===== src/rtl/filter_ewma_mc_if.sv =====
// Sample-in / result-out handshake bundle for the multi-channel EWMA filter.
// master drives samples and out_ready; slave is the filter.
interface filter_ewma_mc_if #(
  parameter int unsigned DATA_W   = 16,
  parameter int unsigned ALPHA_W  = 8,
  parameter int unsigned CHANNELS = 4
);
  localparam int unsigned CH_W = (CHANNELS > 1) ? $clog2(CHANNELS) : 1;

  logic               in_valid;
  logic               in_ready;
  logic [CH_W-1:0]    in_chan;
  logic [DATA_W-1:0]  in_data;
  logic [ALPHA_W-1:0] in_alpha;
  logic               out_valid;
  logic               out_ready;
  logic [CH_W-1:0]    out_chan;
  logic [DATA_W-1:0]  out_data;

  modport master (
    output in_valid, in_chan, in_data, in_alpha, out_ready,
    input  in_ready, out_valid, out_chan, out_data
  );

  modport slave (
    input  in_valid, in_chan, in_data, in_alpha, out_ready,
    output in_ready, out_valid, out_chan, out_data
  );
endinterface


===== src/rtl/filter_ewma_mc.sv =====
// Time-multiplexed EWMA low-pass filter: CHANNELS independent signed filters sharing one
// two-stage multiply/accumulate pipeline, with first-sample priming and rounding.
module filter_ewma_mc #(
  parameter int unsigned DATA_W   = 16,
  parameter int unsigned ALPHA_W  = 8,
  parameter int unsigned CHANNELS = 4
) (
  input logic              clk,
  input logic              rst,
  input logic              clear,
  filter_ewma_mc_if.slave  bus
);
  localparam int unsigned CH_W  = (CHANNELS > 1) ? $clog2(CHANNELS) : 1;
  localparam int          Slots = 1 << CH_W;
  localparam int unsigned FullW = DATA_W + ALPHA_W + 2;
  localparam logic signed [FullW-1:0] Scale = FullW'(1) << ALPHA_W;
  localparam logic signed [FullW-1:0] Half  = FullW'(1) << (ALPHA_W - 1);

  // Per-channel filter state, padded to a power of two so any in_chan indexes safely.
  logic signed [DATA_W-1:0]  state_q [Slots];
  logic signed [DATA_W-1:0]  state_d [Slots];
  logic [Slots-1:0]          primed_q, primed_d;

  logic                      s1_valid_q, s1_valid_d;
  logic [CH_W-1:0]           s1_chan_q, s1_chan_d;
  logic signed [DATA_W-1:0]  s1_x_q, s1_x_d;
  logic [ALPHA_W-1:0]        s1_alpha_q, s1_alpha_d;
  logic                      s1_primed_q, s1_primed_d;
  logic signed [DATA_W-1:0]  s1_state_q, s1_state_d;

  logic                      out_valid_q, out_valid_d;
  logic [CH_W-1:0]           out_chan_q, out_chan_d;
  logic signed [DATA_W-1:0]  out_data_q, out_data_d;

  logic                      en, in_ready, accept, chan_ok;
  logic signed [FullW-1:0]   x_w, st_w, a_w, inv_w, acc_w;
  logic signed [DATA_W-1:0]  y;

  assign en       = !out_valid_q || bus.out_ready;
  // No forwarding: a same-channel sample waits until S1 has written its state back.
  assign in_ready = en && !rst && !clear && !(s1_valid_q && (s1_chan_q == bus.in_chan));
  assign accept   = bus.in_valid && in_ready;
  assign chan_ok  = 32'(bus.in_chan) < CHANNELS;

  always_comb begin
    x_w   = FullW'(s1_x_q);
    st_w  = FullW'(s1_state_q);
    a_w   = FullW'(s1_alpha_q);
    inv_w = Scale - a_w;
    acc_w = a_w * x_w + inv_w * st_w + Half;
    y     = s1_primed_q ? DATA_W'(acc_w >>> ALPHA_W) : s1_x_q;
  end

  always_comb begin
    state_d     = state_q;
    primed_d    = primed_q;
    s1_valid_d  = s1_valid_q;
    s1_chan_d   = s1_chan_q;
    s1_x_d      = s1_x_q;
    s1_alpha_d  = s1_alpha_q;
    s1_primed_d = s1_primed_q;
    s1_state_d  = s1_state_q;
    out_valid_d = out_valid_q;
    out_chan_d  = out_chan_q;
    out_data_d  = out_data_q;

    if (clear) begin
      s1_valid_d  = 1'b0;
      out_valid_d = 1'b0;
      primed_d    = '0;
      for (int i = 0; i < Slots; i++) state_d[i] = '0;
    end else if (en) begin
      // Out-of-range channels are consumed but never enter the pipeline.
      s1_valid_d = accept && chan_ok;
      if (accept) begin
        s1_chan_d   = bus.in_chan;
        s1_x_d      = bus.in_data;
        s1_alpha_d  = bus.in_alpha;
        s1_primed_d = primed_q[bus.in_chan];
        s1_state_d  = state_q[bus.in_chan];
      end
      out_valid_d = s1_valid_q;
      if (s1_valid_q) begin
        out_data_d          = y;
        out_chan_d          = s1_chan_q;
        state_d[s1_chan_q]  = y;
        primed_d[s1_chan_q] = 1'b1;
      end
    end
  end

  always_ff @(posedge clk or posedge rst) begin
    if (rst) begin
      for (int i = 0; i < Slots; i++) state_q[i] <= '0;
      primed_q    <= '0;
      s1_valid_q  <= 1'b0;
      s1_chan_q   <= '0;
      s1_x_q      <= '0;
      s1_alpha_q  <= '0;
      s1_primed_q <= 1'b0;
      s1_state_q  <= '0;
      out_valid_q <= 1'b0;
      out_chan_q  <= '0;
      out_data_q  <= '0;
    end else begin
      state_q     <= state_d;
      primed_q    <= primed_d;
      s1_valid_q  <= s1_valid_d;
      s1_chan_q   <= s1_chan_d;
      s1_x_q      <= s1_x_d;
      s1_alpha_q  <= s1_alpha_d;
      s1_primed_q <= s1_primed_d;
      s1_state_q  <= s1_state_d;
      out_valid_q <= out_valid_d;
      out_chan_q  <= out_chan_d;
      out_data_q  <= out_data_d;
    end
  end

  assign bus.in_ready  = in_ready;
  assign bus.out_valid = out_valid_q;
  assign bus.out_chan  = out_chan_q;
  assign bus.out_data  = out_data_q;
endmodule


===== src/flat_wrapper.sv =====
// flat-port wrapper written by rule: the top's interface ports become plain ports
module filter_ewma_mc_flat 
#(
  parameter int unsigned DATA_W   = 16,
  parameter int unsigned ALPHA_W  = 8,
  parameter int unsigned CHANNELS = 4
)
  (clk, rst, clear, bus_in_valid, bus_in_chan, bus_in_data, bus_in_alpha, bus_out_ready, bus_in_ready, bus_out_valid, bus_out_chan, bus_out_data);
  filter_ewma_mc_if #(.DATA_W(DATA_W), .ALPHA_W(ALPHA_W), .CHANNELS(CHANNELS)) bus_i ();
  input logic clk;
  input logic rst;
  input logic clear;
  input wire logic [$bits(bus_i.in_valid)-1:0] bus_in_valid;
  input wire logic [$bits(bus_i.in_chan)-1:0] bus_in_chan;
  input wire logic [$bits(bus_i.in_data)-1:0] bus_in_data;
  input wire logic [$bits(bus_i.in_alpha)-1:0] bus_in_alpha;
  input wire logic [$bits(bus_i.out_ready)-1:0] bus_out_ready;
  output wire logic [$bits(bus_i.in_ready)-1:0] bus_in_ready;
  output wire logic [$bits(bus_i.out_valid)-1:0] bus_out_valid;
  output wire logic [$bits(bus_i.out_chan)-1:0] bus_out_chan;
  output wire logic [$bits(bus_i.out_data)-1:0] bus_out_data;
  assign bus_i.in_valid = bus_in_valid;
  assign bus_i.in_chan = bus_in_chan;
  assign bus_i.in_data = bus_in_data;
  assign bus_i.in_alpha = bus_in_alpha;
  assign bus_i.out_ready = bus_out_ready;
  assign bus_in_ready = bus_i.in_ready;
  assign bus_out_valid = bus_i.out_valid;
  assign bus_out_chan = bus_i.out_chan;
  assign bus_out_data = bus_i.out_data;
  filter_ewma_mc #(.DATA_W(DATA_W), .ALPHA_W(ALPHA_W), .CHANNELS(CHANNELS)) u_core (.clk(clk), .rst(rst), .clear(clear), .bus(bus_i));
endmodule

===== config.mk =====
export PLATFORM = sky130hd
export DESIGN_NAME = filter_ewma_mc_flat
export DESIGN_NICKNAME = d
export VERILOG_FILES = /design/src/rtl/filter_ewma_mc_if.sv /design/src/rtl/filter_ewma_mc.sv /design/src/flat_wrapper.sv
export SDC_FILE = /design/constraint.sdc
export NUM_CORES = 1
export LEC_CHECK = 0
export BUFFER_PORTS_ARGS = -buffer_cell sky130_fd_sc_hd__buf_4
export CELL_PAD_IN_SITES_DETAIL_PLACEMENT = 0
export CELL_PAD_IN_SITES_GLOBAL_PLACEMENT = 1
export CORE_ASPECT_RATIO = 1.75
export CORE_MARGIN = 5
export CORE_UTILIZATION = 40
export DETAILED_ROUTE_END_ITERATION = 10
export HOLD_SLACK_MARGIN = 0.08
export PLACE_DENSITY = 0.64
export SLEW_MARGIN = 20
export SYNTH_ARGS = -nofsm -noshare
export SYNTH_HDL_FRONTEND = slang
export SYNTH_SLANG_ARGS = --single-unit
export TNS_END_PERCENT = 100

===== constraint.sdc =====
create_clock -name clk -period 8.9 [get_ports clk]
set_clock_uncertainty 0.05 [all_clocks]
set_input_delay 0.445 -clock clk [delete_from_list [all_inputs] [get_ports clk]]
set_output_delay 0.445 -clock clk [all_outputs]
set_load 0.03 [all_outputs]

==> results.cfg, run 1 <==
[clocking]
cts-root-buf = clkbuf_16
htreeDepth = 4
clk_latency_ns = 0.42
clk_path_buf_depth = 2
cts-resized-gates = 0
cts_buffers = 17
hold_buffers = 1
cts_sinks = 131
cts_tree = done
postCtsSetupRepairBufs = 0
clk_pin_slew_ns = 0.06

[min_path]
hp-class = in -> reg
min_to = u_core.s1_x_q[4]
min_from = bus_in_data[4]
whs_path_depth = 2

[logic_synthesis]
syn_nets = 1835
synth_cells = 1445
yosys-top-cells-count = fa_1 (257), nand2_1 (234), inv_1 (217)
ys_seq_elements = 131
synthTopCellsByArea = fa_1 (34%), dfrtp_1 (22%), ha_1 (8.5%), nand2_1 (5.8%), inv_1 (5.4%)
synth_cell_type_count = 56
yosys_most_used_dff = dfrtp_1
synth-async-reset-ratio_pct = 100
synth_warnings = 0
synth-edff-count = 0
synth.top_cell.area_share_pct = 34.2
synthMostInstantiatedCell = fa_1
seq_area_frac_synth_pct = 21.8
syn_avg_cell_area_sq_um = 10.4
synth_area_sq_um = 15000
synth_top_cell_by_area = fa_1

[floorplan]
core_area_sq_um = 37400
fp.dieH_um = 266
io_pins = 51
fp.dieW_um = 156
die_area_sq_um = 41700
num_rows = 94
start_util_pct = 40.2

[worst_setup_path]
crit_path_start_kind = flop
cp.arrival_ns = 8.04
reg2reg_to = u_core.state_q[45]
crit_buf_inv = 2
max_stage_delay_ns = 0.72
crit_top_cell = fa_1
slowest_stage = dfrtp_1
r2r_start = u_core.s1_alpha_q[4]
worstPathRequired_ns = 9.12
r2r_slack_ns = 1.08
reg2reg_depth = 22
crit_family = adder cells
crit_type = reg -> reg
cp_num_cells = 22
end_kind = flop
crit_path_max_fanout = 20
path_cells = or3_1 > nor2_1 > xnor2_1 > buf_4 > nand2_1 > fa_1 > inv_1 > fa_1 > fa_1 > fa_1 > fa_1 > fa_1 > ha_1 > ha_1 > and4_1 > and2_1 > a221oi_1 > a21oi_2 > a21o_1 > a211o_1 > a31oi_4 > o21ai_1

[sta]
worst_pin_slew_ns = 1.09
slew_viol_final = 0
period_minus_slack_ns = 7.82
clock.fmax_mhz = 128
relSlewSlack_pct = 27.2
worst_hold_slack_ns = 0.203
finalSetupViolations = 0
timing.final.ws_setup_ns = 1.08
finalCritPeriodShare_pct = 87.9
setup_tns_ns = 0
finalHoldViolCount = 0
grt_setup_unrepaired = no

[run_status]
status = finished clean

[placement]
gp_congestion = 0.843
port_buffers = 50
dpl_worst_slack_ns = 1.05
hpwl_um = 32400

[final_layout]
drive_gt1_share_pct = 12.6
diodes = 0
nNetsFinal = 1842
areaGrowthSynthToFinish_pct = 9.31

[route]
vias = 9834
wl_um = 38700
final_antenna_net_count = 0
drt_drc_violations_left = 0
vias_per_cell = 5.06
first_pass_iters = 4
drt_iter0_drc = 270
wl_per_cell_um = 19.9

[global_routing]
grt-ovfl-total = 0
grt_max_degree = 79
antenna_found_initial = 0
grt_pass1_wl_um = 63600
track_usage_pct = 19.9
grt_pass1_vias = 11317

[flow_run]
cap_violations = 0
-- area by class of cell --
cell class | count | area (sq um)
Timing Repair Buffer | 68 | 517
Fill cell | 3703 | 21000
Tap cell | 480 | 601
Clock buffer | 19 | 453
Sequential cell | 131 | 3280
Clock inverter | 12 | 131
Inverter | 217 | 820
Multi-Input combinational cell | 1017 | 10600
-- per-layer routing --
metal / vias to the layer above / share of wire, % / track usage, %
met1: 5162 / 40 / 24.0
li1: 4489 / - / -
met4: 0 / 2.1 / 5.21
met2: 134 / 56 / 37.7
met5: - / 0 / 0
met3: 49 / 1.6 / 1.58
-- worst max-delay path by stage --
stage	start	to	slack [ns]
6_report	u_core.s1_alpha_q[4]	u_core.state_q[45]	1.08
5_1_grt	u_core.s1_alpha_q[4]	u_core.state_q[62]	0.57
3_5_place_dp	u_core.s1_alpha_q[4]	u_core.bus.out_data[14]	1.05
3_3_place_gp	u_core.s1_alpha_q[2]	u_core.bus.out_data[14]	1.17
4_1_cts	u_core.s1_alpha_q[4]	u_core.state_q[29]	1.05
2_1_floorplan	u_core.s1_alpha_q[1]	u_core.bus.out_data[12]	1.65
-- registers in the layout (all words and copies together) (netlist names) --
name and flops:
u_core.bus.out_data 16, u_core.s1_primed_q 1, u_core.s1_alpha_q 8, u_core.s1_state_q 16, u_core.s1_valid_q 1, u_core.state_q 64, u_core.bus.out_valid 1, u_core.bus.out_chan 2
u_core.primed_q 4, u_core.s1_chan_q 2, u_core.s1_x_q 16
-- per-stage QoR --
stage	area, sq um	utilization [%]	cells
6_report	16400	43.9	1944
5_1_grt	16400	43.9	1944
4_1_cts	16400	43.9	1944
3_5_place_dp	15800	42.3	1912
3_3_place_gp	15800	42.3	1912
2_1_floorplan	15000	-	1445
-- kinds of logic after synthesis --
kind of cell / share of synthesized area [%]
AOI/OAI and AO/OA: 5.32
adders and majority gates: 42.7
and+or+nand+nor: 13.4
buffers and inverters: 7.55
DFF: 21.8
muxes: 6.89
xor gates and xnor gates: 2.31
-- layout by cell type, fill, tap and decap left out, drive strengths merged, types with 5 or more instances in the layout --
| cell type | instances |
|---|---|
| a21oi | 17 |
| a22o | 12 |
| a31oi | 5 |
| and2 | 127 |
| buf | 67 |
| clkbuf | 19 |
| clkinv | 5 |
| dfrtp | 131 |
| fa | 257 |
| ha | 102 |
| inv | 218 |
| mux2 | 46 |
| mux2i | 13 |
| mux4 | 17 |
| nand2 | 234 |
| nand2b | 6 |
| nor2 | 27 |
| nor2b | 7 |
| nor3 | 5 |
| o21ai | 66 |
| xnor2 | 25 |
| xor2 | 12 |
Power of run 1 is not shown: default switching activity piles up to over one toggle a cycle in this logic, so the estimate is an artifact.
==> run 2, diff against run 1 <==
Settings changed: CELL_PAD_IN_SITES_DETAIL_PLACEMENT 0 to 2, CELL_PAD_IN_SITES_GLOBAL_PLACEMENT 1 to 2, PLACE_DENSITY 0.64 to 0.75.
==> results.cfg, run 2 (synthesis results as in run 1) <==
[final_layout]
fillCellCount = 3963
areaGrowthSynthToFinish_pct = 9.34
seqCellArea_sq_um = 3280
final_common_cell = fa_1
final_cell_mix = fa_1 (257), nand2_1 (233), inv_1 (216), dfrtp_1 (131), and2_1 (126)
largest_reg_flops = 64
top_register = u_core.state_q
drive_gt1_share_pct = 12.6
nNetsFinal = 1841
multiInputGateArea_sq_um = 10600

[clocking]
cts-resized-gates = 0
postCtsSetupRepairBufs = 0
cts_tree = done
clk_pin_slew_ns = 0.06
clk_latency_ns = 0.43
hold_buffers = 0
htreeDepth = 4
cts_sinks = 131
cts-root-buf = clkbuf_16
clk_path_buf_depth = 2
cts_buffers = 17

[worst_setup_path]
crit_path_start_kind = flop
crit_path_max_fanout = 20
path_cells = nor3_1 > xnor2_1 > buf_4 > nand2_1 > fa_1 > inv_1 > fa_1 > fa_1 > fa_1 > fa_1 > fa_1 > ha_1 > ha_1 > and4_1 > and2_1 > a221oi_1 > a21oi_2 > a21o_1 > a211o_1 > a31oi_4 > o21ai_1
slowest_stage = dfrtp_1
crit_top_cell = fa_1
r2r_slack_ns = 0.97
end_kind = flop
crit_type = reg -> reg
crit_buf_inv = 2
max_stage_delay_ns = 0.80
crit_family = adder cells
cp.arrival_ns = 8.16
worstPathRequired_ns = 9.13

[route]
first_pass_iters = 4
vias = 10339
drt_iter0_drc = 230
wl_um = 45200
wl_per_cell_um = 23.2
vias_per_cell = 5.32
final_antenna_net_count = 0
drt_drc_violations_left = 0

[floorplan]
fp.dieW_um = 156
die_area_sq_um = 41700
fp.dieH_um = 266
core_area_sq_um = 37400
io_pins = 51
start_util_pct = 40.2
num_rows = 94

[placement]
port_buffers = 50
gp_congestion = 0.817
hpwl_um = 37200
dpl_worst_slack_ns = 0.968

[sta]
timing.final.ws_setup_ns = 0.968
grt_setup_unrepaired = no
worst_pin_slew_ns = 1.08
relSlewSlack_pct = 28.1
clock.fmax_mhz = 126
finalSetupViolations = 0
finalCritPeriodShare_pct = 89.1
slew_viol_final = 0
setup_tns_ns = 0
finalHoldViolCount = 0
period_minus_slack_ns = 7.93

[global_routing]
antenna_found_initial = 0
grt_pass1_wl_um = 73500
grt-ovfl-total = 0
track_usage_pct = 23.1
grt_max_degree = 73
grt_pass1_vias = 12921

[flow_run]
cap_violations = 0

[run_status]
status = finished clean

[min_path]
hp-class = in -> async
==> run 2: stage by stage <==
| stage | util [%] | cells | hold slack [ns] | area [sq um] |
|---|---|---|---|---|
| finish | 43.9 | 1944 | 0.0880 | 16400 |
| CTS | 43.9 | 1943 | 0.119 | 16400 |
| global route | 43.9 | 1943 | 0.138 | 16400 |
| floorplan | - | 1445 | 0.395 | 15000 |
| global placement | 42.3 | 1912 | 0.407 | 15800 |
| detailed placement | 42.3 | 1912 | 0.414 | 15800 |
==> run 2: cell type report <==
cell class | count | share of cell area [%]
inverter | 217 | 4.99
sequential | 131 | 20.0
tap | 480 | 3.66
antenna | 1 | 0.0152
multi-input combinational | 1017 | 64.7
clock buffer | 18 | 2.67
timing repair buffer | 67 | 3.06
clock inverter | 13 | 0.975
==> run 2: metal layers <==
layer,up-vias,wire length [um],track usage [%]
li1,4500,-,-
met1,5593,17000,25.9
met2,174,25900,45.0
met3,72,872,2.08
met4,0,1390,7.51
met5,-,0,0
==> run 2: worst paths after layout <==
path / from / end / depth (start not counted)
setup / recovery: u_core.s1_alpha_q[4] / u_core.state_q[13] / 21
hold / removal: rst / u_core.bus.out_chan[1] / 2
setup reg to reg: u_core.s1_alpha_q[4] / u_core.state_q[13] / 21
hold reg to reg: u_core.state_q[63] / u_core.state_q[63] / 2
max in group asynchronous: rst / u_core.s1_state_q[1] / 3
min in group clk: bus_in_data[4] / u_core.s1_x_q[4] / 2
Power of run 2 is left out for the same reason.
